`config.mk`:
```
export PLATFORM = sky130hd
export DESIGN_NAME = wb_stage_pipe
export DESIGN_NICKNAME = d
export VERILOG_FILES = /design/src/rtl/wb_pipe_pkg.sv /design/src/rtl/wb_pipe_slot.sv /design/src/rtl/wb_stage_pipe.sv
export SDC_FILE = /design/constraint.sdc
export NUM_CORES = 1
export LEC_CHECK = 0
export ABC_CLOCK_PERIOD_IN_PS = 2000
export CAP_MARGIN = 20
export CORE_MARGIN = 5
export CORE_UTILIZATION = 51
export CTS_BUF_LIST = sky130_fd_sc_hd__clkbuf_2
export CTS_CLUSTER_DIAMETER = 150
export DETAILED_ROUTE_END_ITERATION = 16
export HOLD_SLACK_MARGIN = 0.08
export PLACE_DENSITY = 0.86
export SYNTH_ARGS = -nofsm -noshare
export SYNTH_HDL_FRONTEND = slang
export SYNTH_HIERARCHICAL = 1
export SYNTH_SLANG_ARGS = --single-unit
```
`constraint.sdc`:
```
create_clock -name Clk -period 2 [get_ports Clk]
set_input_delay 0.4 -clock Clk [delete_from_list [all_inputs] [get_ports Clk]]
set_output_delay 0.4 -clock Clk [all_outputs]
set_load 0.005 [all_outputs]
```
`src/rtl/wb_pipe_pkg.sv`:
```
// wb_pipe_pkg: shared types and constants for the MEM->WB pipeline register
package wb_pipe_pkg;
    localparam int DATA_W_DEF     = 32;
    localparam int REG_ADDR_W_DEF = 5;
    localparam int DEPTH_MAX      = 4;
    typedef struct packed {
        logic                      regWrite;
        logic                      memToReg;
        logic [DATA_W_DEF-1:0]     writeData;
        logic [DATA_W_DEF-1:0]     readData;
        logic [DATA_W_DEF-1:0]     ALUResult;
        logic [REG_ADDR_W_DEF-1:0] regDst;
        logic [DATA_W_DEF-1:0]     pc;
    } wb_payload_t;
endpackage

```
`src/rtl/wb_pipe_slot.sv`:
```
// wb_pipe_slot: one pipeline stage holding a valid bit and an opaque payload
module wb_pipe_slot #(
    parameter int W = 1
) (
    input  logic         Clk,
    input  logic         Rst,
    input  logic         flush,
    input  logic         stall,
    input  logic         valid_d,
    input  logic [W-1:0] data_d,
    output logic         valid_q,
    output logic [W-1:0] data_q
);
    always_ff @(posedge Clk) begin
        if (Rst) begin
            valid_q <= 1'b0;
            data_q  <= '0;
        end else if (flush) begin
            valid_q <= 1'b0;
        end else if (!stall) begin
            valid_q <= valid_d;
            data_q  <= data_d;
        end
    end
endmodule

```
`src/rtl/wb_stage_pipe.sv`:
```
// wb_stage_pipe: DEPTH-stage MEM->WB register with valid, stall, flush and occupancy count
module wb_stage_pipe
    import wb_pipe_pkg::*;
#(
    parameter int DATA_W     = DATA_W_DEF,
    parameter int REG_ADDR_W = REG_ADDR_W_DEF,
    parameter int DEPTH      = 1,
    localparam int CNT_W     = $clog2(DEPTH + 1)
) (
    input  logic                  Clk,
    input  logic                  Rst,
    input  logic                  stall,
    input  logic                  flush,
    input  logic                  valid_in,
    input  logic                  regWrite_in,
    input  logic                  memToReg_in,
    input  logic [DATA_W-1:0]     readData_in,
    input  logic [DATA_W-1:0]     ALUResult_in,
    input  logic [REG_ADDR_W-1:0] regDst_in,
    input  logic [DATA_W-1:0]     pc_in,
    output logic                  valid_out,
    output logic                  regWrite_out,
    output logic                  memToReg_out,
    output logic [DATA_W-1:0]     writeData_out,
    output logic [DATA_W-1:0]     readData_out,
    output logic [DATA_W-1:0]     ALUResult_out,
    output logic [REG_ADDR_W-1:0] regDst_out,
    output logic [DATA_W-1:0]     pc_out,
    output logic [CNT_W-1:0]      valid_count
);
    // Same layout as wb_payload_t, widened to this instance's parameters.
    typedef struct packed {
        logic                  regWrite;
        logic                  memToReg;
        logic [DATA_W-1:0]     writeData;
        logic [DATA_W-1:0]     readData;
        logic [DATA_W-1:0]     ALUResult;
        logic [REG_ADDR_W-1:0] regDst;
        logic [DATA_W-1:0]     pc;
    } payload_t;

    if (DEPTH < 1 || DEPTH > DEPTH_MAX) begin : g_bad_depth
        $error("wb_stage_pipe: DEPTH must be in 1..%0d", DEPTH_MAX);
    end

    payload_t             in_p;
    payload_t             pd [DEPTH];
    payload_t             pq [DEPTH];
    logic     [DEPTH-1:0] vd;
    logic     [DEPTH-1:0] vq;
    logic     [DEPTH-1:0] vn;
    logic     [CNT_W-1:0] cnt_d;
    payload_t             last;

    assign in_p = '{regWrite_in, memToReg_in, memToReg_in ? readData_in : ALUResult_in,
                    readData_in, ALUResult_in, regDst_in, pc_in};

    for (genvar i = 0; i < DEPTH; i++) begin : g_slot
        if (i == 0) begin : g_head
            assign vd[i] = valid_in;
            assign pd[i] = in_p;
        end else begin : g_body
            assign vd[i] = vq[i-1];
            assign pd[i] = pq[i-1];
        end
        wb_pipe_slot #(.W($bits(payload_t))) u_slot (
            .Clk    (Clk),
            .Rst    (Rst),
            .flush  (flush),
            .stall  (stall),
            .valid_d(vd[i]),
            .data_d (pd[i]),
            .valid_q(vq[i]),
            .data_q (pq[i])
        );
    end

    // Count mirrors the slots' next-state valid bits so it lines up with them.
    always_comb begin
        vn    = (Rst || flush) ? '0 : stall ? vq : vd;
        cnt_d = '0;
        for (int k = 0; k < DEPTH; k++) cnt_d = cnt_d + CNT_W'(vn[k]);
    end

    always_ff @(posedge Clk) valid_count <= cnt_d;

    assign last          = pq[DEPTH-1];
    assign valid_out     = vq[DEPTH-1];
    assign regWrite_out  = valid_out & last.regWrite;
    assign memToReg_out  = valid_out & last.memToReg;
    assign writeData_out = valid_out ? last.writeData : '0;
    assign readData_out  = valid_out ? last.readData : '0;
    assign ALUResult_out = valid_out ? last.ALUResult : '0;
    assign regDst_out    = valid_out ? last.regDst : '0;
    assign pc_out        = valid_out ? last.pc : '0;
endmodule

```
Word level (Yosys, flattened, before mapping)
Index checks and enable logic that the tools add are counted.

Bitwise operators: 4. Reduce and logical (&&, ||, !) cells: 3. Muxes and demuxes: 7.

Operators with widths (number): 32-bit two-way mux (5); 5-bit two-way mux (1); 1-bit bitwise AND (2); 1-bit NOT (2); 2-bit AND reduction (1); 2-bit OR reduction (1); 1-bit logical OR (1); 1-bit two-way mux (1).

Bits of input ports: 108. Register bits: 137. Output and inout port bits: 137. Logic and storage cells: 17.

Logic depth before layout (Yosys ltp)
Gate-level depths: netlist of run 1.

Depth in word-level cells: 2. Depth in mapped cells: 5.

By module
Netlist of run 1, hierarchy kept.

By module, submodules not included: wb_pipe_slot (instances 1, area an instance 5647.9 um^2, cells each 618); wb_stage_pipe (instances 1, area an instance 1507.7 um^2, cells each 189).

Least setup slack after synthesis of run 1
Ideal clock, no wire load.

Path kind: input-to-reg. From: input port memToReg_in. To: register g_slot[0].u_slot.data_q[126]. Path buffers: 2. Required time: 1.930 ns. Cell stages on the path: 5. Data arrival time: 1.274 ns. Slack: 0.656 ns. Cell sequence: buf_6 > buf_12 > mux2_4 > or3b_1 > a21oi_1.

RTL lines: start: declaration (line wb_stage_pipe.sv:16) `input logic memToReg_in,`; end signal: assignment (line wb_pipe_slot.sv:22) `data_q <= data_d;`; end: declaration (line wb_pipe_slot.sv:12) `output logic [W-1:0] data_q`.

Final worst setup path of run 1
From: register g_slot[0].u_slot.valid_q. To: output port ALUResult_out[7].

Cells in the longest elaborated chain, start to end: 1.

Ends and longest elaborated chain: start: declaration (line wb_pipe_slot.sv:11) `output logic valid_q,`; start signal: assignment (line wb_pipe_slot.sv:21) `valid_q <= valid_d;`; 32-bit two-way mux (line wb_stage_pipe.sv:93) `assign ALUResult_out = valid_out ? last.ALUResult : '0;`; end: declaration (line wb_stage_pipe.sv:26) `output logic [DATA_W-1:0] ALUResult_out,`.

Every way passes these cells.

==> results.md, run 1 <==
* Status: finished with violations
* Failing checks: setup timing
* Leak at 4.46 nW
* Cell taking the most area after synthesis: dfxtp_1
* Die Span X at ~130 µm
* Initial antenna violation count at 1
* DP HPWL at about 13000 µm
* Total number of vias at 6687
* Post-synth EDFFs at 0
* Endpoints failing setup at 135
* Storage element area at about 2700 µm²
* First-pass GRT wire length at approximately 31000 µm
* Final Cycle Share at 116%
* DR WL/cell at between 15 and 20 µm
* Crit path max fanout at 5
* Reg2reg path depth at 6
* Nature of the critical path endpoint: output port
* Slew HR at 56.1%
* Worst hold slack at roughly 0.26 ns
* Final hold vios at 0
* Vias in the first global route at a little under 6000
* Avg Cell Area, Syn at between 8 and 9 µm²
* Area of the multi-input gates at about 4000 µm²
* Slew Limit Fails at 0
* Clk sinks at around 140
* Crit path kind: reg2out
* PortBufs at approximately 240
* #FFs+latches synth at between 100 and 150
* Hold path depth at 3
* TritonCTS Buffers at 17
* GRT Total Usage at roughly a quarter
* Main synth FF type: dfxtp_1
* Setup ws final at -0.328 ns
* Vias/cell at 5.45
* WP buf/inv at 6
* Std-Cell Rows at between 40 and 50
* Largest family of logic cells by synthesized area: simple AND/OR/NAND/NOR gates
* Post-synthesis cell type count at 16
* Post-Synthesis Cells at just over 800
* Grt total ovfl at 0
* Fillers at 1053
* Met3 Use GR at under 10%
* Placer congestion estimate at roughly 0.80
* CP most frequent cell: buf_6
* Wirelength, routed at between 20000 and 25000 µm
* Synth Cell Area at ~7000 µm²
* Die Ht at between 100 and 150 µm
* Nets@finish at 1141
* Hold/Removal Path Class: in2reg
* Post-synthesis simple-gate area fraction at ~28%
* Synth Area in Compound Gates at approximately a fifth
* Final Non-Filler Cells at 1228
* Worst Path Arrival at ~1.9 ns
* Slowest CP cell: dfxtp_4
* TritonCTS clock tree: done
* Mux share of post-synthesis cell area at between 6 and 7%
* Clk_lat worst skew at 0.68 ns
* Clock skew at between 0.0004 and 0.0005 ns
* Pwr dens at 529 nW/µm²
* Residual DRC at 0
* Required @ worst endpoint at between 1.5 and 2 ns
* RSZ-0062 raised after global routing: yes
* Pwr Total at roughly 0.0054 W
* Layout cells sized above 1 at 28.9%
* Dominant cells by area after synthesis: dfxtp_1, or3b_1, and2_1, a21oi_1, o21ai_0
* Clk slew on worst S/H paths at ~0.19 ns
* Starting Density at roughly half
* Min cycle time layout at between 2 and 2.5 ns
* Type of origin of the critical path: register
* Crit path depth at 7
* Setup tns final at -24.87 ns
* GR Util met1 at around 30%
* Syn Nets at 915
* Worst-Margin Slew at approximately 0.66 ns
* Clock root buffer: clkbuf_2
* Global routing usage on met2 at 38.9%
* Async SR Flop Fraction at 0%
* Sequential fraction of the synthesis area at roughly two fifths
* Synthesized-area fraction occupied by adder cells at 0%
* Clock H-tree levels at 4
* Core Region at 13800 µm²
* DR iter-0 viols at just under 500
* Post-Place Setup Slack at between 0.2 and 0.3 ns
* Post-DRT Antenna Nets at 0
* Max cap viols at 0
* # IOs at ~250
* VDD IR max at about 0.00028 V
* CP top delay family: buffers and inverters
* Synthesis Warnings at 6
* List of most frequent post-synthesis cells: dfxtp_1, a21oi_1, and2_1, o21ai_0, or3b_1
* Leading cell type by number of instances after synthesis: dfxtp_1
* DRT Pass-1 Iters at 5
* Clock Path Buffers at 2
* XOR/XNOR Fraction of Synth Area at 0%
* Die area at 16500 µm²
* Largest net degree at the start of global routing at 109
* Busiest grt layer: met2
* Fmax at 429 MHz
* Cells along the critical path: buf_8, buf_12, buf_6, buf_6, clkbuf_16, and2_4, buf_6
* Placed cells at about 1200
* Largest stage delay, worst path at 0.40 ns
* Layout area overhead at 43.0%
* Synth top area share at between 30% and 40%
flip-flops by register name (all words and copies together) (netlist names):
| name | cells |
|---|---|
| g_slot.u_slot/valid_q | 1 |
| g_slot.u_slot/data_q | 135 |
| valid_count | 1 |
where the power goes:
part	switching, W	leakage, nW	total [W]	internal, W
Clock	0.000982	0.134	0.00155	0.000569
Combinational	0.000404	3.21	0.000939	0.000535
Sequential	0.0000643	1.12	0.00292	0.00286
cell usage in the layout (no fill, tap or decap), types with 3 or more instances in the layout:
master	count
a21oi_1	135
buf_6	63
buf_8	5
and2_4	60
clkbuf_16	9
or3b_1	135
buf_2	27
clkbuf_2	70
and2_1	75
buf_16	3
buf_4	16
dlymetal6s2s_1	16
dfxtp_1	136
clkdlybuf4s50_1	103
clkinv_2	3
buf_12	9
o21ai_0	135
mux2_4	30
clkinv_1	4
stage by stage:
step / util (%) / area, µm²
after CTS: 71.1 / 9830
after global routing: 74.0 / 10200
after detailed placement: 68.8 / 9520
after global placement: 68.8 / 9520
after floorplan: - / 7160
final: 74.0 / 10200
worst paths after layout:
| check | from | end | slack (ns) |
|---|---|---|---|
| max | g_slot[0].u_slot/valid_q | ALUResult_out[7] | -0.33 |
| min | stall | g_slot[0].u_slot/data_q[129] | 0.26 |
| max reg2reg | g_slot[0].u_slot/valid_q | g_slot[0].u_slot/valid_q | 0.77 |
| min reg2reg | g_slot[0].u_slot/data_q[15] | g_slot[0].u_slot/data_q[15] | 0.48 |
worst reg2reg max path: stages (launching register included):
cell and delay [ns]:
dfxtp_4 0.40, buf_8 0.13, buf_6 0.12, clkbuf_16 0.15, buf_4 0.13, mux2i_1 0.12, nor3_1 0.06
layer usage:
metal | wire (µm) | vias to the layer above
li1 | - | 3296
met1 | 9490 | 3122
met3 | 1680 | 42
met5 | 0 | -
met2 | 10700 | 227
met4 | 582 | 0
cell type report:
cell class	count	share of cell area, %
Clock buffer	21	1.03
Tap cell	180	2.20
Multi-Input combinational cell	576	39.4
Antenna cell	2	0.0489
Clock inverter	11	1.03
Sequential cell	137	26.8
Timing Repair Buffer	301	29.5
what timing repair did:
| item | in CTS | in global routing |
|---|---|---|
| setup buffers | 1 | 21 |
| gates cloned | 3 | 15 |
| hold buffers | 1 | 0 |
| hold endpoints to repair | 25 | 0 |
| resized for setup | 160 | 356 |
| setup endpoints to repair | 137 | 137 |
cells by family (layout without fill, tap and decap cells):
family	count (synthesis)	count (layout)
and+or+nand+nor	272	272
DFF	137	137
muxes	34	34
other	0	2
buffers and inverters	94	333
AOI/OAI and AO/OA	270	270
No activity file was read; power rests on OpenSTA's default activity.
==> run 2, diff against run 1 <==
--- a/config.mk
+++ b/config.mk
@@ -6,7 +6,7 @@
 export NUM_CORES = 1
 export LEC_CHECK = 0
 export ABC_CLOCK_PERIOD_IN_PS = 2000
-export CAP_MARGIN = 20
+export CAP_MARGIN = 5
 export CORE_MARGIN = 5
 export CORE_UTILIZATION = 51
 export CTS_BUF_LIST = sky130_fd_sc_hd__clkbuf_2
==> results of run 2 <==
Same layout as run 1: the final DEF is identical, and so are final timing and power.
==> run 3, diff against run 2 <==
--- a/config.mk
+++ b/config.mk
@@ -14,6 +14,7 @@
 export DETAILED_ROUTE_END_ITERATION = 16
 export HOLD_SLACK_MARGIN = 0.08
 export PLACE_DENSITY = 0.86
+export SLEW_MARGIN = 20
 export SYNTH_ARGS = -nofsm -noshare
 export SYNTH_HDL_FRONTEND = slang
 export SYNTH_HIERARCHICAL = 1
==> results of run 3 <==
Same layout as run 1: the final DEF is identical, and so are final timing and power.
